==> src/rtl/hazard_pkg.sv <==
// Shared constants, scoreboard entry type and small helpers for the hazard scoreboard.
// Latency: n/a (declarations only).
// Backpressure: n/a.
package hazard_pkg;

    // Stage indices as reported on the forward selects
    localparam int STG_GRF = 0;
    localparam int STG_E   = 1;
    localparam int STG_M   = 2;
    localparam int STG_W   = 3;

    // Tuse value meaning "this source is not read" (all-ones for the default 2-bit field)
    localparam logic [1:0] TUSE_NONE = 2'b11;

    // Typical Tnew at E-entry
    localparam logic [1:0] TNEW_ALU  = 2'd1;
    localparam logic [1:0] TNEW_LOAD = 2'd2;
    localparam logic [1:0] TNEW_LINK = 2'd0;

    // Typical Tuse
    localparam logic [1:0] TUSE_BRANCH   = 2'd0;
    localparam logic [1:0] TUSE_ALU      = 2'd1;
    localparam logic [1:0] TUSE_STORE_RT = 2'd2;

    // Entry fields are sized for the widest supported configuration;
    // narrower register/Tnew fields are zero-extended on the way in.
    localparam int SB_AW_MAX = 8;
    localparam int SB_TW_MAX = 4;

    typedef struct packed {
        logic                 v;
        logic                 we;
        logic [SB_AW_MAX-1:0] wa;
        logic [SB_TW_MAX-1:0] tnew;
        logic [SB_AW_MAX-1:0] rs;
        logic [SB_AW_MAX-1:0] rt;
    } sb_entry_t;

    // An entry produces register s if it is a live writer of s; r0 is never produced
    function automatic logic sb_match(input sb_entry_t e, input logic [SB_AW_MAX-1:0] s);
        return e.v && e.we && (e.wa == s) && (s != '0);
    endfunction

    // Entry as it looks one stage later: Tnew counts down and sticks at zero
    function automatic sb_entry_t sb_age(input sb_entry_t e);
        sb_entry_t r;
        r = e;
        if (e.tnew != '0) begin
            r.tnew = e.tnew - SB_TW_MAX'(1);
        end
        return r;
    endfunction

endpackage

==> src/rtl/hazard_scoreboard_if.sv <==
// D/E-stage hazard query bundle between the datapath (master) and the hazard scoreboard (slave).
// Latency: n/a (wiring only).
// Backpressure: stall is the only backpressure; it holds F/D while E..W keep moving.
interface hazard_scoreboard_if #(
    parameter int AW = 5,
    parameter int TW = 2,
    parameter int SW = 2
);
    logic          d_valid;
    logic [AW-1:0] d_rs;
    logic [AW-1:0] d_rt;
    logic [TW-1:0] d_tuse_rs;
    logic [TW-1:0] d_tuse_rt;
    logic          d_we;
    logic [AW-1:0] d_wa;
    logic [TW-1:0] d_tnew;
    logic          d_md_use;
    logic          e_md_start;
    logic          e_md_div;
    logic          flush;

    logic          stall;
    logic          md_busy;
    logic [SW-1:0] fwd_rs_d;
    logic [SW-1:0] fwd_rt_d;
    logic [SW-1:0] fwd_rs_e;
    logic [SW-1:0] fwd_rt_e;

    modport master (
        output d_valid, d_rs, d_rt, d_tuse_rs, d_tuse_rt, d_we, d_wa, d_tnew,
        output d_md_use, e_md_start, e_md_div, flush,
        input  stall, md_busy, fwd_rs_d, fwd_rt_d, fwd_rs_e, fwd_rt_e
    );

    modport slave (
        input  d_valid, d_rs, d_rt, d_tuse_rs, d_tuse_rt, d_we, d_wa, d_tnew,
        input  d_md_use, e_md_start, e_md_div, flush,
        output stall, md_busy, fwd_rs_d, fwd_rt_d, fwd_rs_e, fwd_rt_e
    );
endinterface

==> src/rtl/hazard_scoreboard_md_busy_ctr.sv <==
// Mult/div busy countdown: a start loads LAT-1, then counts down to zero.
// Latency: busy asserts the cycle after start and stays high for LAT-1 cycles.
// Backpressure: none; a start while busy simply reloads (last start wins).
module md_busy_ctr #(
    parameter int MULT_LAT = 5,
    parameter int DIV_LAT  = 10
) (
    input  logic clk,
    input  logic reset,
    input  logic start,
    input  logic div,
    output logic busy
);
    localparam int MAXL = (MULT_LAT > DIV_LAT) ? MULT_LAT : DIV_LAT;
    localparam int CW   = (MAXL > 1) ? $clog2(MAXL) : 1;

    logic [CW-1:0] cnt;

    // Load on start, otherwise count down while non-zero
    always_ff @(posedge clk or negedge reset) begin
        if (!reset) begin
            cnt <= '0;
        end else if (start) begin
            cnt <= div ? CW'(DIV_LAT - 1) : CW'(MULT_LAT - 1);
        end else if (cnt != '0) begin
            cnt <= cnt - CW'(1);
        end
    end

    assign busy = (cnt != '0);
endmodule

==> src/rtl/hazard_scoreboard.sv <==
// Hazard scoreboard: DEPTH-stage shift scoreboard with Tnew countdown -> stall + bypass selects.
// Latency: stall/fwd are combinational from state and D inputs; allocation takes effect next cycle.
// Backpressure: raises stall to hold F/D (bubble into E); E..W never stall. Optional HAZARD_STATS_EN adds stall counters.
module hazard_scoreboard
    import hazard_pkg::*;
#(
    parameter int NREG     = 32,
    parameter int AW       = 5,
    parameter int DEPTH    = 3,
    parameter int TW       = 2,
    parameter int MULT_LAT = 5,
    parameter int DIV_LAT  = 10,
    parameter int SW       = 2
) (
    input  logic               clk,
    input  logic               reset,
    hazard_scoreboard_if.slave bus
`ifdef HAZARD_STATS_EN
    ,
    output logic [31:0]        stall_cnt,
    output logic [31:0]        md_stall_cnt
`endif
);
    localparam logic [TW-1:0] TUSE_ALL = {TW{1'b1}};

    typedef struct packed {
        logic                 hit;
        logic [SW-1:0]        stg;
        logic [SB_TW_MAX-1:0] tnew;
    } hit_t;

    sb_entry_t sb [1:DEPTH];

    hit_t      rs_d, rt_d, rs_e, rt_e;
    logic      stall_rs, stall_rt, stall_md, stall_any;
    logic      md_busy;
    logic      alloc;
    sb_entry_t new_entry;

    // Youngest producer of s among stages lo..DEPTH; older matches are shadowed
    function automatic hit_t youngest(input logic [SB_AW_MAX-1:0] s, input int lo);
        hit_t r;
        r = '0;
        for (int k = DEPTH; k >= lo; k--) begin
            if (sb_match(sb[k], s)) begin
                r.hit  = 1'b1;
                r.stg  = SW'(k);
                r.tnew = sb[k].tnew;
            end
        end
        return r;
    endfunction

    // Source lookups, stall decision and the entry that D would allocate
    always_comb begin
        rs_d = youngest(SB_AW_MAX'(bus.d_rs), STG_E);
        rt_d = youngest(SB_AW_MAX'(bus.d_rt), STG_E);
        rs_e = youngest(sb[1].rs, STG_M);
        rt_e = youngest(sb[1].rt, STG_M);

        stall_rs  = rs_d.hit && (bus.d_tuse_rs != TUSE_ALL) &&
                    (rs_d.tnew > SB_TW_MAX'(bus.d_tuse_rs));
        stall_rt  = rt_d.hit && (bus.d_tuse_rt != TUSE_ALL) &&
                    (rt_d.tnew > SB_TW_MAX'(bus.d_tuse_rt));
        stall_md  = bus.d_valid && bus.d_md_use && (md_busy || bus.e_md_start);
        stall_any = bus.d_valid && (stall_rs || stall_rt || stall_md);

        // A flushed instruction never allocates, even when it is also stalled
        alloc = bus.d_valid && !stall_any && !bus.flush;

        new_entry      = '0;
        new_entry.v    = 1'b1;
        // Addresses beyond the register file name nothing a reader could want
        new_entry.we   = bus.d_we && (int'(bus.d_wa) < NREG);
        new_entry.wa   = SB_AW_MAX'(bus.d_wa);
        new_entry.tnew = SB_TW_MAX'(bus.d_tnew);
        new_entry.rs   = SB_AW_MAX'(bus.d_rs);
        new_entry.rt   = SB_AW_MAX'(bus.d_rt);
    end

    // Scoreboard shift: D (or a bubble) enters stage 1, older entries age by one stage
    always_ff @(posedge clk or negedge reset) begin
        if (!reset) begin
            for (int k = 1; k <= DEPTH; k++) begin
                sb[k] <= '0;
            end
        end else begin
            sb[1] <= alloc ? new_entry : '0;
            for (int k = 2; k <= DEPTH; k++) begin
                sb[k] <= sb_age(sb[k-1]);
            end
        end
    end

    md_busy_ctr #(
        .MULT_LAT (MULT_LAT),
        .DIV_LAT  (DIV_LAT)
    ) u_md_busy_ctr (
        .clk   (clk),
        .reset (reset),
        .start (bus.e_md_start),
        .div   (bus.e_md_div),
        .busy  (md_busy)
    );

    // A stalled D instruction will not use a bypass this cycle, so its selects read GRF
    assign bus.stall    = stall_any;
    assign bus.md_busy  = md_busy;
    assign bus.fwd_rs_d = (!stall_any && rs_d.hit && rs_d.tnew == '0) ? rs_d.stg : SW'(STG_GRF);
    assign bus.fwd_rt_d = (!stall_any && rt_d.hit && rt_d.tnew == '0) ? rt_d.stg : SW'(STG_GRF);
    assign bus.fwd_rs_e = (sb[1].v && rs_e.hit && rs_e.tnew == '0) ? rs_e.stg : SW'(STG_GRF);
    assign bus.fwd_rt_e = (sb[1].v && rt_e.hit && rt_e.tnew == '0) ? rt_e.stg : SW'(STG_GRF);

`ifdef HAZARD_STATS_EN
    // Saturating counts of stalled cycles and of cycles stalled by mult/div
    always_ff @(posedge clk or negedge reset) begin
        if (!reset) begin
            stall_cnt    <= '0;
            md_stall_cnt <= '0;
        end else begin
            if (stall_any && stall_cnt != '1) begin
                stall_cnt <= stall_cnt + 32'd1;
            end
            if (stall_md && md_stall_cnt != '1) begin
                md_stall_cnt <= md_stall_cnt + 32'd1;
            end
        end
    end
`endif

endmodule
==> src/flat_wrapper.sv <==
// flat-port wrapper written by rule: the top's interface ports become plain ports
module hazard_scoreboard_flat import hazard_pkg::*;
#(
    parameter int NREG     = 32,
    parameter int AW       = 5,
    parameter int DEPTH    = 3,
    parameter int TW       = 2,
    parameter int MULT_LAT = 5,
    parameter int DIV_LAT  = 10,
    parameter int SW       = 2
)
  (clk, reset, bus_d_valid, bus_d_rs, bus_d_rt, bus_d_tuse_rs, bus_d_tuse_rt, bus_d_we, bus_d_wa, bus_d_tnew, bus_d_md_use, bus_e_md_start, bus_e_md_div, bus_flush, bus_stall, bus_md_busy, bus_fwd_rs_d, bus_fwd_rt_d, bus_fwd_rs_e, bus_fwd_rt_e);
  hazard_scoreboard_if #(.AW(AW), .TW(TW), .SW(SW)) bus_i ();
  input  logic clk;
  input  logic reset;
  input wire logic [$bits(bus_i.d_valid)-1:0] bus_d_valid;
  input wire logic [$bits(bus_i.d_rs)-1:0] bus_d_rs;
  input wire logic [$bits(bus_i.d_rt)-1:0] bus_d_rt;
  input wire logic [$bits(bus_i.d_tuse_rs)-1:0] bus_d_tuse_rs;
  input wire logic [$bits(bus_i.d_tuse_rt)-1:0] bus_d_tuse_rt;
  input wire logic [$bits(bus_i.d_we)-1:0] bus_d_we;
  input wire logic [$bits(bus_i.d_wa)-1:0] bus_d_wa;
  input wire logic [$bits(bus_i.d_tnew)-1:0] bus_d_tnew;
  input wire logic [$bits(bus_i.d_md_use)-1:0] bus_d_md_use;
  input wire logic [$bits(bus_i.e_md_start)-1:0] bus_e_md_start;
  input wire logic [$bits(bus_i.e_md_div)-1:0] bus_e_md_div;
  input wire logic [$bits(bus_i.flush)-1:0] bus_flush;
  output wire logic [$bits(bus_i.stall)-1:0] bus_stall;
  output wire logic [$bits(bus_i.md_busy)-1:0] bus_md_busy;
  output wire logic [$bits(bus_i.fwd_rs_d)-1:0] bus_fwd_rs_d;
  output wire logic [$bits(bus_i.fwd_rt_d)-1:0] bus_fwd_rt_d;
  output wire logic [$bits(bus_i.fwd_rs_e)-1:0] bus_fwd_rs_e;
  output wire logic [$bits(bus_i.fwd_rt_e)-1:0] bus_fwd_rt_e;
  assign bus_i.d_valid = bus_d_valid;
  assign bus_i.d_rs = bus_d_rs;
  assign bus_i.d_rt = bus_d_rt;
  assign bus_i.d_tuse_rs = bus_d_tuse_rs;
  assign bus_i.d_tuse_rt = bus_d_tuse_rt;
  assign bus_i.d_we = bus_d_we;
  assign bus_i.d_wa = bus_d_wa;
  assign bus_i.d_tnew = bus_d_tnew;
  assign bus_i.d_md_use = bus_d_md_use;
  assign bus_i.e_md_start = bus_e_md_start;
  assign bus_i.e_md_div = bus_e_md_div;
  assign bus_i.flush = bus_flush;
  assign bus_stall = bus_i.stall;
  assign bus_md_busy = bus_i.md_busy;
  assign bus_fwd_rs_d = bus_i.fwd_rs_d;
  assign bus_fwd_rt_d = bus_i.fwd_rt_d;
  assign bus_fwd_rs_e = bus_i.fwd_rs_e;
  assign bus_fwd_rt_e = bus_i.fwd_rt_e;
  hazard_scoreboard #(.NREG(NREG), .AW(AW), .DEPTH(DEPTH), .TW(TW), .MULT_LAT(MULT_LAT), .DIV_LAT(DIV_LAT), .SW(SW)) u_core (.clk(clk), .reset(reset), .bus(bus_i));
endmodule
==> config.mk <==
export PLATFORM = sky130hd
export DESIGN_NAME = hazard_scoreboard_flat
export DESIGN_NICKNAME = d
export VERILOG_FILES = /design/src/rtl/hazard_pkg.sv /design/src/rtl/hazard_scoreboard_if.sv /design/src/rtl/hazard_scoreboard_md_busy_ctr.sv /design/src/rtl/hazard_scoreboard.sv /design/src/flat_wrapper.sv
export SDC_FILE = /design/constraint.sdc
export NUM_CORES = 1
export LEC_CHECK = 0
export BUFFER_PORTS_ARGS = -buffer_cell sky130_fd_sc_hd__buf_2
export CAP_MARGIN = 40
export CORE_MARGIN = 1.5
export CORE_UTILIZATION = 39
export CTS_CLUSTER_DIAMETER = 40
export CTS_CLUSTER_SIZE = 12
export DETAILED_ROUTE_END_ITERATION = 8
export HOLD_SLACK_MARGIN = 0.12
export MAX_ROUTING_LAYER = met4
export SETUP_SLACK_MARGIN = 0.02
export SYNTH_ARGS = -nofsm -noshare
export SYNTH_HDL_FRONTEND = slang
export SYNTH_SLANG_ARGS = --single-unit
==> constraint.sdc <==
create_clock -name clk -period 3.3 [get_ports clk]
set_input_delay 0.165 -clock clk [delete_from_list [all_inputs] [get_ports clk]]
set_output_delay 0.165 -clock clk [all_outputs]
set_load 0.05 [all_outputs]
## Word level (Yosys, flattened, before mapping)

Cells that the tools add are included.

- Add/sub/neg operators: 3
- Magnitude comparators: 2
- Eq/ne operators: 12
- Mux-type cells: 20
- Reductions and logical operators: 57

Operators with widths:

| cell | number |
|---|---|
| 2-to-1 mux 7 bit | 10 |
| == test 8 x 5 -> 1 bit | 6 |
| logical AND 1 bit | 40 |
| == test 8 bit | 4 |
| 2-to-1 mux 30 bit | 1 |
| 2-to-1 mux 4 bit | 5 |
| logical NOT 4 bit | 4 |
| nonzero test 8 bit | 2 |
| nonzero test 4 bit | 3 |
| subtractor 4 x 1 -> 4 bit, second input constant | 3 |
| nonzero test 5 bit | 2 |
| greater-than comparator 4 x 2 -> 1 bit | 2 |
| 2-to-1 mux 2 bit | 4 |
| inequality test 2 bit, second input constant | 2 |
| logical OR 1 bit | 3 |
| logical NOT 1 bit | 2 |
| nonzero test 2 bit | 1 |

- Register bits: 62
- Bits of input ports: 29
- Output and inout bits: 10
- Word-level logic and storage cells: 109

## Longest topological paths before layout

Gate-level depths: netlist of run 1.

- Depth after elaboration: 15
- Depth in mapped cells: 15
- Mapped depth without buffers: 13

## Modules after synthesis

Synthesis of run 1 repeated with hierarchy kept, for this count alone.

- Cell total of the unflattened synthesis: 260
- Area, all modules: 2,588.7 sq um

Modules (own cells, without submodules):

| module | times used | cells each | area an instance (sq um) | sequential area each (sq um) |
|---|---|---|---|---|
| hazard_scoreboard | 1 | 236 | 2,356.0 | 1,001.0 |
| md_busy_ctr | 1 | 24 | 232.7 | 100.1 |

## Worst setup path after synthesis of run 1

No wires, ideal clock.

- Kind: flip-flop to output port
- Start point: register u_core.sb[51] in the netlist's numbering
- End point: output port bus_fwd_rt_d[0]
- Data arrival time: 4.254 ns
- Required time: 3.135 ns
- Setup slack: -1.119 ns
- Cell stages (with the launch flop): 14
- Buffers on the path: 2
- Path through: dfrtp_1 -> clkbuf_1 -> a221o_1 -> or4_1 -> buf_2 -> nor3b_1 -> o21ai_0 -> o21ai_0 -> ha_1 -> nor2b_1 -> o211ai_1 -> o221ai_2 -> o21a_1 -> nor3b_1

- Longest elaborated chain between the ends: 14
- Elaborated cells between the ends (all ways): 24
- Those cells by class: 2 x order compare; 2 x eq/ne; 5 x mux; 15 x reduce/logical

RTL lines:

| item | line | text |
|---|---|---|
| start: declaration | hazard_scoreboard.sv:32 | `sb_entry_t sb [1:DEPTH];` |
| start signal: indexed assignment | hazard_scoreboard.sv:90 | `sb[k] <= sb_age(sb[k-1]);` |
| == test 8 x 5 -> 1 bit | hazard_pkg.sv:41 | `return e.v && e.we && (e.wa == s) && (s != '0);` |
| logical AND 1 bit (2 in series) | hazard_pkg.sv:41 |  |
| 2-to-1 mux 7 bit (2 in series) | hazard_scoreboard.sv:45 | `if (sb_match(sb[k], s)) begin` |
| greater-than comparator 4 x 2 -> 1 bit (tied with other cells) | hazard_scoreboard.sv:62 | `(rs_d.tnew > SB_TW_MAX'(bus.d_tuse_rs));` |
| logical AND 1 bit (on tied branches) | hazard_scoreboard.sv:61, hazard_scoreboard.sv:63 |  |
| logical OR 1 bit * (2 in series) | hazard_scoreboard.sv:66 | `stall_any = bus.d_valid && (stall_rs \|\| stall_rt \|\| stall_md);` |
| logical AND 1 bit * | hazard_scoreboard.sv:66 |  |
| named net bus_stall | flat_wrapper.sv:28 | `output wire logic [$bits(bus_i.stall)-1:0] bus_stall;` |
| logical NOT 1 bit * | hazard_scoreboard.sv:110 | `assign bus.fwd_rt_d = (!stall_any && rt_d.hit && rt_d.tnew == '0) ? rt_d.stg : SW'(STG_GRF);` |
| logical AND 1 bit * (2 in series) | hazard_scoreboard.sv:110 |  |
| 2-to-1 mux 2 bit * | hazard_scoreboard.sv:110 |  |
| end: declaration | flat_wrapper.sv:31 | `output wire logic [$bits(bus_i.fwd_rt_d)-1:0] bus_fwd_rt_d;` |

Mark *: on every way through the listed nets, which the timed path passes. The rest lies on a longest branch.

## Worst setup path after layout of run 1

- Start point: register u_core.sb[51] in the netlist's numbering
- End point: output port bus_fwd_rt_d[0]

- Longest elaborated chain between the ends: 14
- Elaborated cells between the ends (all ways): 24
- Those cells by class: 2 x order compare; 2 x eq/ne; 5 x mux; 15 x reduce/logical

RTL lines:

| item | line |
|---|---|
| == test 8 x 5 -> 1 bit | hazard_pkg.sv:41 |
| logical AND 1 bit (2 in series) | hazard_pkg.sv:41 |
| 2-to-1 mux 7 bit (2 in series) | hazard_scoreboard.sv:45 |
| greater-than comparator 4 x 2 -> 1 bit (tied with other cells) | hazard_scoreboard.sv:62 |
| logical AND 1 bit (on tied branches) | hazard_scoreboard.sv:61, hazard_scoreboard.sv:63 |
| logical OR 1 bit (2 in series) | hazard_scoreboard.sv:66 |
| logical AND 1 bit | hazard_scoreboard.sv:66 |
| logical NOT 1 bit | hazard_scoreboard.sv:110 |
| logical AND 1 bit (2 in series) | hazard_scoreboard.sv:110 |
| 2-to-1 mux 2 bit * | hazard_scoreboard.sv:110 |

Mark *: on every way between the ends. The rest lies on a longest branch, timed or not.

==> results of run 1 <==
==> power by group <==
group	internal [uW]	switching, uW
registers	581	38.9
logic	147	169
clock network	267	183
total	995	391
==> cell usage in the layout (no fill, tap or decap), drive strengths merged, types with 3 or more instances in the layout <==
cell / Yosys / final
o221ai: 3 / 3
a211oi: 3 / 3
nor3b: 3 / 3
nand3: 3 / 3
nand2: 17 / 17
dfrtp: 44 / 44
clkbuf: 3 / 7
and2: 20 / 20
and3: 3 / 3
xor2: 23 / 23
nor4: 7 / 7
inv: 14 / 14
o21ai: 9 / 9
dlygate4sd3: 0 / 11
or4: 5 / 5
ha: 8 / 8
nor2b: 3 / 3
nor3: 9 / 9
nand4: 7 / 7
nor2: 15 / 15
buf: 2 / 78
a21oi: 3 / 3
xnor2: 27 / 27
==> layout make-up <==
cell class                      instances  area [um2]
Inverter                               14        52.6
Tap cell                               77        96.3
Fill cell                             569        2750
Clock inverter                          1        30.0
Timing Repair Buffer                   89         689
Clock buffer                            7        96.3
Sequential cell                        44        1100
Multi-Input combinational cell        193        1500
==> stage by stage <==
| stage | hold slack, ns | power, uW | setup slack, ns | setup TNS (ns) |
|---|---|---|---|---|
| 6_report | 0.182 | 1390 | -0.254 | -2.88 |
| 5_1_grt | 0.180 | 1470 | -0.398 | -6.78 |
| 4_1_cts | 0.184 | 1390 | -0.287 | -3.85 |
| 3_5_place_dp | 0.129 | 914 | -0.0368 | -0.333 |
| 3_3_place_gp | 0.358 | 904 | 0.0146 | 0 |
| 2_1_floorplan | -0.131 | 808 | -0.118 | -0.308 |
==> critical path, delay by kind of cell (launching register included) <==
family                   cells  cell delay [ns]
AO/OA/AOI/OAI                6             1.16
flip-flops                   1             0.40
buffers and inverters        2             0.31
AND/OR/NAND/NOR              4             0.94
adder cells (fa/ha/maj)      1             0.28
==> cells by family after synthesis <==
group / Yosys count
flip-flops: 44
XOR/XNOR: 50
other: 1
multiplexers: 3
AND/OR/NAND/NOR: 99
adder cells (fa/ha/maj): 8
buffers and inverters: 19
AO/OA/AOI/OAI: 32
==> flip-flops by register name, summed over array words and instances (netlist names) <==
signal / count
u_core.sb: 40
u_core.u_md_busy_ctr.cnt: 4
==> final timing paths <==
| check | end | slack, ns | depth (start not counted) |
|---|---|---|---|
| max | bus_fwd_rt_d[0] | -0.25 | 13 |
| min | u_core.sb[69]$_DFF_PN0_ | 0.18 | 2 |
| max reg2reg | u_core.sb[76]$_DFF_PN0_ | -0.12 | 16 |
| min reg2reg | u_core.sb[28]$_DFF_PN0_ | 0.37 | 0 |
| max in group asynchronous | u_core.sb[76]$_DFF_PN0_ | 2.48 | 3 |
| min in group asynchronous | u_core.sb[22]$_DFF_PN0_ | 0.33 | 2 |
==> timing repair <==
| action | 4_1_cts | 5_1_grt |
|---|---|---|
| endpoints found under the hold margin | 28 | 0 |
| buffers inserted | 8 | 3 |
| setup endpoints to repair | 23 | 24 |
| resized for setup | 17 | 19 |
| hold buffers | 11 | 0 |
| pin swaps | 7 | 11 |
| gates cloned | 2 | 0 |
==> routing by layer <==
layer | part of all wire | global-route usage | vias up
li1 | - | - | 1058
met1 | 0.46 | 0.268 | 1079
met2 | 0.49 | 0.335 | 41
met3 | 0.029 | 0.0317 | 9
met4 | 0.016 | 0.0596 | 0
met5 | 0 | - | -
==> metrics.yaml, run 1 <==
status: "complete, but fails checks"
violated_checks: "setup timing"
final_routed_wirelength_across_all_metal_layers_um: 6680
worst_vdd_rail_ir_drop_mv: 0.285
synthesis.instances: 256
synth.lib_cells_used.distinct: 44
grt_usage: 0.206
synth_top_family_by_area: "simple AND/OR/NAND/NOR gates"
final.setup_skew_ns: 0.0110
row_count: 29
synth.cells.most_frequent: "sky130_fd_sc_hd__dfrtp_1 (44), sky130_fd_sc_hd__xnor2_1 (27), sky130_fd_sc_hd__xor2_1 (23), sky130_fd_sc_hd__and2_1 (20), sky130_fd_sc_hd__nand2_1 (17)"
wl_per_cell_um: 15.7
setup_ws_ns: -0.254
start_kind: "flip-flop"
detail-route-antenna-nets: 0
path_cells: "buf_6, a221o_1, or4_4, nor3b_4, o21ai_2, o21ai_1, ha_1, nor2b_1, o211ai_1, o221ai_2, o21a_4, nor3b_4, buf_6"
grt_first_pass_wirelength_um: 10900
yosysWarnings: 0
fmax_mhz: 281
synth_seq_cells: 44
synth_enable_flop_cells: 0
period_minus_slack_ns: 3.55
synth_top_area_share: 0.433
drv_cap: 0
synth_area_in_xor_xnor: 0.172
total_count_of_hold_check_failures_in_the_final_report: 0
stdcell_area_um2: 3570
rr_startpoint: "u_core.sb[53]$_DFF_PN0_"
floorplan.die_area_um2: 7010
simple_gate_area_share_of_the_yosys_netlist: 0.218
floorplan.io_pins: 39
instances_no_fill: 425
timing.critical_path.slowest_stage_cell: "sky130_fd_sc_hd__or4_4"
post_synth_mux_area_share: 0.0123
synth_top_flop_cell: "sky130_fd_sc_hd__dfrtp_1"
synth_compound_area_frac: 0.0916
route.detailed.drc: 0
endpoints_failing_setup: 23
syn_to_final_growth_pct: 40.4
hold_path_startpoint: "bus_d_rs[1]"
cts-htree-levels: 2
initial_core_util: 0.402
syn_nets: 293
ys_seq_area_frac: 0.433
clk_root_buffer_cell: "sky130_fd_sc_hd__clkbuf_8"
hold_path_class: "input pin to flip-flop"
cts_tree: "done"
startpoint: "u_core.sb[51]$_DFF_PN0_"
iteration_count_of_the_initial_detailed_routing_pass: 4
gr-total-overflow: 0
fp.dieW_um: 83.7
dpl.hpwl_um: 4840
final_layout_size_suffix_gt1_frac: 0.339
clock_latency_ns: 0.30
post-route-util: 0.565
syn-mean-instance-area_um2: 9.92
min_period_over_period: 1.08
post-place-cells: 395
critPathArrivalTime_ns: 3.39
most_instantiated_library_cell_after_synthesis: "sky130_fd_sc_hd__dfrtp_1"
power.leakage_uw: 0.00167
critical_path_required_ns: 3.13
io_buffers: 38
critical_path.max_stage_delay_ns: 0.44
via_count: 2187
dr.first_iter.drc_count: 123
timing_worst_slew_pin_value_ns: 0.652
netlist_area_um2: 2540
gp_congestion: 0.868
clk_transition_reported_paths_ns: 0.09
cts_max_path_buffers: 2
cp_class: "flip-flop to primary output"
antennaDiodeCount: 0
finalNetCount: 384
critical_path.max_fanout: 5
placed_cell_area_um2: 3100
slew_viol_final: 0
antenna_found_initial: 0
synth_top_cell_by_area: "sky130_fd_sc_hd__dfrtp_1"
power_per_cell_area_nw_per_um2: 389
die_span_y_um: 83.7
async_sr_flop_fraction: 1.00
worst_setup_end_kind: "primary output"
unrepaired_setup_endpoints_after_global_routing: "yes"
post_synth_main_area_contributors: "sky130_fd_sc_hd__dfrtp_1 (43%), sky130_fd_sc_hd__xnor2_1 (9.3%), sky130_fd_sc_hd__xor2_1 (7.9%)"
grt_max_degree: 28
slew_headroom: 0.561
cts_sinks: 44
post_drt_via_cell_ratio: 5.15
design.core.area_um2: 6310
synth_fa_ha_area_frac: 0.0394
numCtsBuffers: 5
number_of_global_route_vias_before_repair: 2220
No activity file was read; power rests on OpenSTA's default activity.
==> inputs of run 2 (changes only) <==
--- a/config.mk
+++ b/config.mk
@@ -8,12 +8,12 @@
 export BUFFER_PORTS_ARGS = -buffer_cell sky130_fd_sc_hd__buf_2
 export CAP_MARGIN = 40
 export CORE_MARGIN = 1.5
-export CORE_UTILIZATION = 39
+export CORE_UTILIZATION = 50
 export CTS_CLUSTER_DIAMETER = 40
 export CTS_CLUSTER_SIZE = 12
 export DETAILED_ROUTE_END_ITERATION = 8
-export HOLD_SLACK_MARGIN = 0.12
 export MAX_ROUTING_LAYER = met4
+export PLACE_DENSITY = 0.74
 export SETUP_SLACK_MARGIN = 0.02
 export SYNTH_ARGS = -nofsm -noshare
 export SYNTH_HDL_FRONTEND = slang
==> run 2 against run 1 <==
Against the previous run: core utilization grew 15 points; critical path type unchanged; final cell count shrank 5.4%; maximum frequency grew 0.25%; largest power group unchanged; critical path depth grew 1; the run still ends with setup timing left; global-route usage grew 3.6 points; sequential share of layout area grew 1.1 points.
==> metrics.yaml, run 2 (synthesis gave the netlist of run 1 again) <==
timing.critical_path.slowest_stage_cell: "sky130_fd_sc_hd__dfrtp_1"
cp_class: "flip-flop to primary output"
critical_path.max_fanout: 5  # unchanged
regToRegSetupSlack_ns: -0.04  # +0.08 ns
critPathArrivalTime_ns: 3.38  # about the same
initial_core_util: 0.527  # +0.125
io_buffers: 38  # unchanged
syn_to_final_growth_pct: 35.6
cts_sinks: 44  # unchanged
hold_path_class: "input pin to flip-flop"
path_cells: "xor2_1, nor4_2, buf_4, buf_4, nand4_1, o311ai_2, o21ai_2, ha_2, a21oi_2, or3_1, o211a_1, o21a_4, nor3b_4, buf_6"
cts_max_path_buffers: 2  # unchanged
antenna_found_initial: 1  # +1
worst_setup_end_kind: "primary output"
status: "complete, but fails checks"
gp_congestion: 0.868  # about the same
wl_per_cell_um: 16.5  # +5.1%
unrepaired_setup_endpoints_after_global_routing: "yes"
endpoints_failing_setup: 22  # -4.3%
finalNetCount: 370  # -3.6%
detail-route-antenna-nets: 0  # unchanged
regToRegEndpoint: "u_core.sb[83]$_DFF_PN0_"
slew_headroom: 0.580  # +0.0190
floorplan.die_area_um2: 5520  # -21%
final.setup_skew_ns: 0.0121  # +0.00110 ns
clk_transition_reported_paths_ns: 0.09  # about the same
largest-register: "u_core.sb"
power.leakage_uw: 0.00162  # -3.4%
timing_worst_slew_pin_value_ns: 0.624  # -0.0282 ns
post_drt_via_cell_ratio: 5.43  # +5.4%
via_count: 2181  # -0.27%
clk_root_buffer_cell: "sky130_fd_sc_hd__clkbuf_8"
number_of_global_route_vias_before_repair: 2057  # -7.3%
clock_latency_ns: 0.30  # about the same
period_minus_slack_ns: 3.54  # -0.00892 ns
setup_ws_ns: -0.245  # +0.00892 ns
gr-total-overflow: 0  # unchanged
floorplan.io_pins: 39  # unchanged
hold-worst-slack_ns: 0.0396  # -0.142 ns
critical-path-top-cell-by-count: "sky130_fd_sc_hd__buf_4"
fmax_mhz: 282  # +0.25%
worst-r2r-cell-count: 16  # unchanged
hold_depth: 2  # unchanged
cts_tree: "done"
die_span_y_um: 74.3  # -11%
rr_startpoint: "u_core.sb[58]$_DFF_PN0_"
dr.first_iter.drc_count: 135  # +9.8%
reg_top3: "u_core.sb: 40 flops, u_core.u_md_busy_ctr.cnt: 4 flops"
row_count: 25  # -14%
design.core.area_um2: 4820  # -24%
stdcell_area_um2: 3440  # -3.4%
hold-path-endpoint: "u_core.u_md_busy_ctr.cnt[2]$_DFFE_PN0N_"
instances_no_fill: 402  # -5.4%
placed_cell_area_um2: 3040  # -1.9%
grt_max_degree: 31  # +11%
final_routed_wirelength_across_all_metal_layers_um: 6640  # -0.61%
slew_viol_final: 0  # unchanged
critical_path.max_stage_delay_ns: 0.43  # about the same
grt_usage: 0.242  # +0.0362
route.detailed.drc: 0  # unchanged
drv_cap: 0  # unchanged
dpl.hpwl_um: 4590  # -5.1%
mostFrequentLayoutCell: "sky130_fd_sc_hd__dfrtp_1"
hold_path_startpoint: "bus_e_md_div"
start_kind: "flip-flop"
violated_checks: "setup timing"
post-route-util: 0.715  # +0.150
numCtsBuffers: 5  # unchanged
grt_first_pass_wirelength_um: 9650  # -12%
cts-htree-levels: 2  # unchanged
totalNegativeSetupSlack_ns: -1.30  # +1.57 ns
commonest_cells_after_routing_fill_and_taps_aside: "sky130_fd_sc_hd__dfrtp_1 (44), sky130_fd_sc_hd__buf_2 (34), sky130_fd_sc_hd__buf_4 (28), sky130_fd_sc_hd__xnor2_1 (27), sky130_fd_sc_hd__xor2_1 (23)"
power_per_cell_area_nw_per_um2: 378  # -2.9%
critical_path_required_ns: 3.13  # about the same
fp.dieW_um: 74.3  # -11%
min_period_over_period: 1.07  # -0.00270
largest_register_ffs: 40  # unchanged
total_count_of_hold_check_failures_in_the_final_report: 0  # unchanged
iteration_count_of_the_initial_detailed_routing_pass: 4  # unchanged
final_layout_size_suffix_gt1_frac: 0.350  # +0.0112
post-place-cells: 379  # -4.1%
worst_vdd_rail_ir_drop_mv: 0.362  # +27%
run 2: cell types whose count changed in the layout (fill, tap and decap cells not counted), sizes merged:
cell	delta
clkinvlp	+2
diode	+1
buf	-6
dlygate4sd3	-10
bufinv	-1
clkbuf	+1
run 2: final cells by class:
cell class,instances,area [um2]
Inverter,14,52.6
Sequential cell,44,1100
Timing Repair Buffer,75,579
Antenna cell,1,2.50
Fill cell,363,1370
Clock inverter,2,15.0
Multi-Input combinational cell,193,1530
Clock buffer,6,82.6
Tap cell,67,83.8
run 2: how the worst max path moves through the flow:
stage,slack (ns),cells past startpoint,end,startpoint
after floorplan,-0.12,13,bus_fwd_rt_d[0],u_core.sb[51]$_DFF_PN0_
after global placement,0.01,14,bus_fwd_rt_d[0],u_core.sb[53]$_DFF_PN0_
after detailed placement,-0.07,14,bus_fwd_rt_d[0],u_core.sb[53]$_DFF_PN0_
after CTS,-0.22,14,bus_fwd_rt_d[0],u_core.sb[51]$_DFF_PN0_
after global routing,-0.47,14,bus_fwd_rt_d[0],u_core.sb[54]$_DFF_PN0_
final,-0.24,14,bus_fwd_rt_d[0],u_core.sb[53]$_DFF_PN0_
run 2: through the flow:
step           power, uW  setup slack, ns
4_1_cts             1270           -0.216
3_3_place_gp         898           0.0136
2_1_floorplan        808           -0.118
6_report            1300           -0.245
5_1_grt             1360           -0.467
3_5_place_dp         910          -0.0677
run 2: repair_timing:
| item | 4_1_cts | 5_1_grt |
|---|---|---|
| hold endpoints to repair | 14 | 0 |
| gates resized for setup | 11 | 24 |
| pin swaps | 6 | 12 |
| setup buffers | 3 | 8 |
| cloned | 0 | 3 |
| endpoints found under the setup margin | 6 | 24 |
| hold buffers | 1 | 0 |
run 2: layer usage:
| metal | vias to the layer above | share of wire | track usage |
|---|---|---|---|
| met3 | 14 | 0.055 | 0.0434 |
| li1 | 1040 | - | - |
| met4 | 0 | 0.018 | 0.0586 |
| met2 | 66 | 0.49 | 0.389 |
| met5 | - | 0 | - |
| met1 | 1061 | 0.43 | 0.320 |
run 2: critical path, delay by kind of cell, from the launching register on:
| family | cells | cell delay (ns) |
|---|---|---|
| and+or+nand+nor | 4 | 1.00 |
| AOI/OAI and AO/OA | 5 | 0.71 |
| buffers and inverters | 3 | 0.45 |
| DFF | 1 | 0.43 |
| adders and majority gates | 1 | 0.33 |
| xor gates and xnor gates | 1 | 0.16 |
run 2: where the power goes:
group          total, uW  internal [uW]  switching, uW
Combinational        312            143            169
Sequential           622            581           41.1
Clock                366            170            196
Total               1300            893            407
==> inputs of run 3 (changes only) <==
==> constraint.sdc (replaced) <==
create_clock -name clk -period 3.3 [get_ports clk]
set_input_delay 0.99 -clock clk [delete_from_list [all_inputs] [get_ports clk]]
set_output_delay 0.99 -clock clk [all_outputs]
set_load 0.05 [all_outputs]
==> run 3 against run 2 <==
Against the previous run: global-route usage grew 6.9 points; clock power shrank 9.0%; final area rose by 16%; the flow still finishes with violations (setup timing); die area unchanged; clock skew shrank 0.0034 ns; critical path type is now input pin to primary output; register-to-register slack lost 0.44 ns.
==> metrics.yaml, run 3 (synthesis gave the netlist of run 1 again) <==
status: "complete, but fails checks"
violated_checks: "setup timing"
final_routed_wirelength_across_all_metal_layers_um: 9150  # +38%
io_buffers: 38  # unchanged
clock_latency_ns: 0.31  # about the same
cts_sinks: 44  # unchanged
largest_register_ffs: 40  # unchanged
row_count: 25  # unchanged
numCtsBuffers: 5  # unchanged
finalNetCount: 416  # +12%
worst-r2r-cell-count: 16  # unchanged
reg_top3: "u_core.sb: 40 flops, u_core.u_md_busy_ctr.cnt: 4 flops"
seqCellArea_um2: 1100  # unchanged
detail-route-antenna-nets: 0  # unchanged
timing_worst_slew_pin_value_ns: 0.515  # -0.109 ns
cts_max_path_buffers: 2  # unchanged
critical_path.max_fanout: 6  # +1
slew_headroom: 0.655  # +0.0753
power.leakage_uw: 0.00189  # +17%
post_drt_via_cell_ratio: 5.79  # +6.7%
period_minus_slack_ns: 5.05  # +1.51 ns
floorplan.io_pins: 39  # unchanged
cp_class: "input pin to primary output"
fp.dieW_um: 74.3  # unchanged
placed_cell_area_um2: 3330  # +9.2%
critical_path_required_ns: 2.31  # -0.82 ns
floorplan.die_area_um2: 5520  # unchanged
final.setup_skew_ns: 0.00865  # -0.00341 ns
drv_cap: 0  # unchanged
fmax_mhz: 198  # -30%
antenna_found_initial: 0  # -1
hold-path-endpoint: "u_core.sb[58]$_DFF_PN0_"
largest-register: "u_core.sb"
iteration_count_of_the_initial_detailed_routing_pass: 4  # unchanged
regToRegEndpoint: "u_core.sb[76]$_DFF_PN0_"
initial_core_util: 0.527  # unchanged
num-fill-cells: 288  # -21%
hold_path_class: "flip-flop to flip-flop"
cts_tree: "done"
power_per_cell_area_nw_per_um2: 334  # -11%
grt_first_pass_wirelength_um: 12000  # +25%
gp_congestion: 0.947  # +9.1%
cts_hold_buf: 0  # -1
dpl.hpwl_um: 4980  # +8.5%
setup_ws_ns: -1.75  # -1.51 ns
design.core.area_um2: 4820  # unchanged
grt_usage: 0.311  # +0.0686
total_count_of_hold_check_failures_in_the_final_report: 0  # unchanged
clk_root_buffer_cell: "sky130_fd_sc_hd__clkbuf_8"
worst_vdd_rail_ir_drop_mv: 0.388  # +7.0%
regToRegSetupSlack_ns: -0.48  # -0.44 ns
final_layout_size_suffix_gt1_frac: 0.496  # +0.146
start_kind: "input pin"
endpoints_failing_setup: 24  # +9.1%
commonest_cells_after_routing_fill_and_taps_aside: "sky130_fd_sc_hd__buf_4 (73), sky130_fd_sc_hd__dfrtp_1 (44), sky130_fd_sc_hd__xnor2_1 (27), sky130_fd_sc_hd__buf_2 (24), sky130_fd_sc_hd__xor2_1 (21)"
post-place-cells: 415  # +9.5%
worst_setup_end_kind: "primary output"
rr_startpoint: "u_core.sb[50]$_DFF_PN0_"
route.detailed.drc: 0  # unchanged
hold-worst-slack_ns: 0.387  # +0.347 ns
critPathArrivalTime_ns: 4.06  # +0.68 ns
clk_transition_reported_paths_ns: 0.08  # about the same
via_count: 2582  # +18%
stdcell_area_um2: 4010  # +16%
multiInputGateArea_um2: 1700  # +11%
dr.first_iter.drc_count: 219  # +62%
unrepaired_setup_endpoints_after_global_routing: "yes"
mostFrequentLayoutCell: "sky130_fd_sc_hd__buf_4"
die_span_y_um: 74.3  # unchanged
hold_path_startpoint: "u_core.sb[88]$_DFF_PN0_"
hold_depth: 0  # -2
grt_max_degree: 30  # -3.2%
gr-total-overflow: 0  # unchanged
antennaDiodeCount: 0  # -1
wl_per_cell_um: 20.5  # +24%
number_of_global_route_vias_before_repair: 2481  # +21%
min_period_over_period: 1.53  # +0.457
cts-htree-levels: 2  # unchanged
instances_no_fill: 446  # +11%
slew_viol_final: 0  # unchanged
syn_to_final_growth_pct: 57.8
run 3: cell count changes in the layout (fill, tap and decap cells not counted), moves of 3 or more:
cell / delta
sky130_fd_sc_hd__buf_4: +45
sky130_fd_sc_hd__buf_6: +9
sky130_fd_sc_hd__buf_8: +3
sky130_fd_sc_hd__and2_1: -7
sky130_fd_sc_hd__buf_2: -10
sky130_fd_sc_hd__and2_4: +7
sky130_fd_sc_hd__nor4_1: -4
run 3: report_power, final:
group	switching [uW]	total (uW)	internal (uW)
Clock	190	333	143
Combinational	207	383	177
Sequential	42.9	624	581
run 3: layout make-up:
type / instances / area share
clock inverter: 2 / 0.00312
timing repair buffer: 121 / 0.247
multi-input combinational: 193 / 0.424
sequential: 44 / 0.275
tap: 67 / 0.0209
clock buffer: 5 / 0.0172
inverter: 14 / 0.0137
run 3: per-layer routing:
layer  wire length, um  track usage  vias to the layer above
li1                  -            -                     1128
met1              3480        0.363                     1259
met2              4570        0.518                      150
met3               689       0.0664                       45
met4               407        0.131                        0
met5                 0            -                        -
run 3: critical path, stage by stage:
cell and delay [ns]:
sky130_fd_sc_hd__buf_8 0.08, sky130_fd_sc_hd__inv_4 0.03, sky130_fd_sc_hd__a221o_1 0.31, sky130_fd_sc_hd__or4_4 0.58, sky130_fd_sc_hd__buf_6 0.15, sky130_fd_sc_hd__buf_6 0.12, sky130_fd_sc_hd__o21ai_0 0.26, sky130_fd_sc_hd__o22ai_2 0.15
sky130_fd_sc_hd__ha_2 0.33, sky130_fd_sc_hd__nand2_1 0.04, sky130_fd_sc_hd__o211ai_1 0.12, sky130_fd_sc_hd__o221ai_2 0.18, sky130_fd_sc_hd__o21a_4 0.30, sky130_fd_sc_hd__a211oi_4 0.24, sky130_fd_sc_hd__buf_6 0.19
run 3: how the worst max path moves through the flow:
stage	from	end	slack, ns
2_1_floorplan	bus_d_rs[0]	bus_fwd_rt_d[0]	-1.46
3_3_place_gp	bus_d_rs[3]	bus_fwd_rt_d[0]	-1.53
3_5_place_dp	bus_d_rs[3]	bus_fwd_rt_d[0]	-1.63
4_1_cts	bus_d_rt[2]	bus_fwd_rt_d[0]	-1.51
5_1_grt	bus_d_rs[2]	bus_fwd_rs_d[0]	-1.83
6_report	bus_d_rs[1]	bus_fwd_rs_d[0]	-1.75
run 3: through the flow:
step / util / worst slack [ns] / setup TNS (ns) / total power [uW]
2_1_floorplan: - / -1.46 / -12.43 / 808
3_3_place_gp: 0.686 / -1.53 / -18.92 / 921
3_5_place_dp: 0.690 / -1.63 / -21.22 / 942
4_1_cts: 0.765 / -1.51 / -18.27 / 1290
5_1_grt: 0.832 / -1.83 / -22.26 / 1400
6_report: 0.832 / -1.75 / -20.44 / 1340
run 3: timing repair:
| action | in CTS | in global routing |
|---|---|---|
| gates cloned | 2 | 0 |
| setup endpoints to repair | 27 | 28 |
| pin swaps | 11 | 38 |
| gates resized for setup | 33 | 67 |
| setup buffers | 15 | 13 |
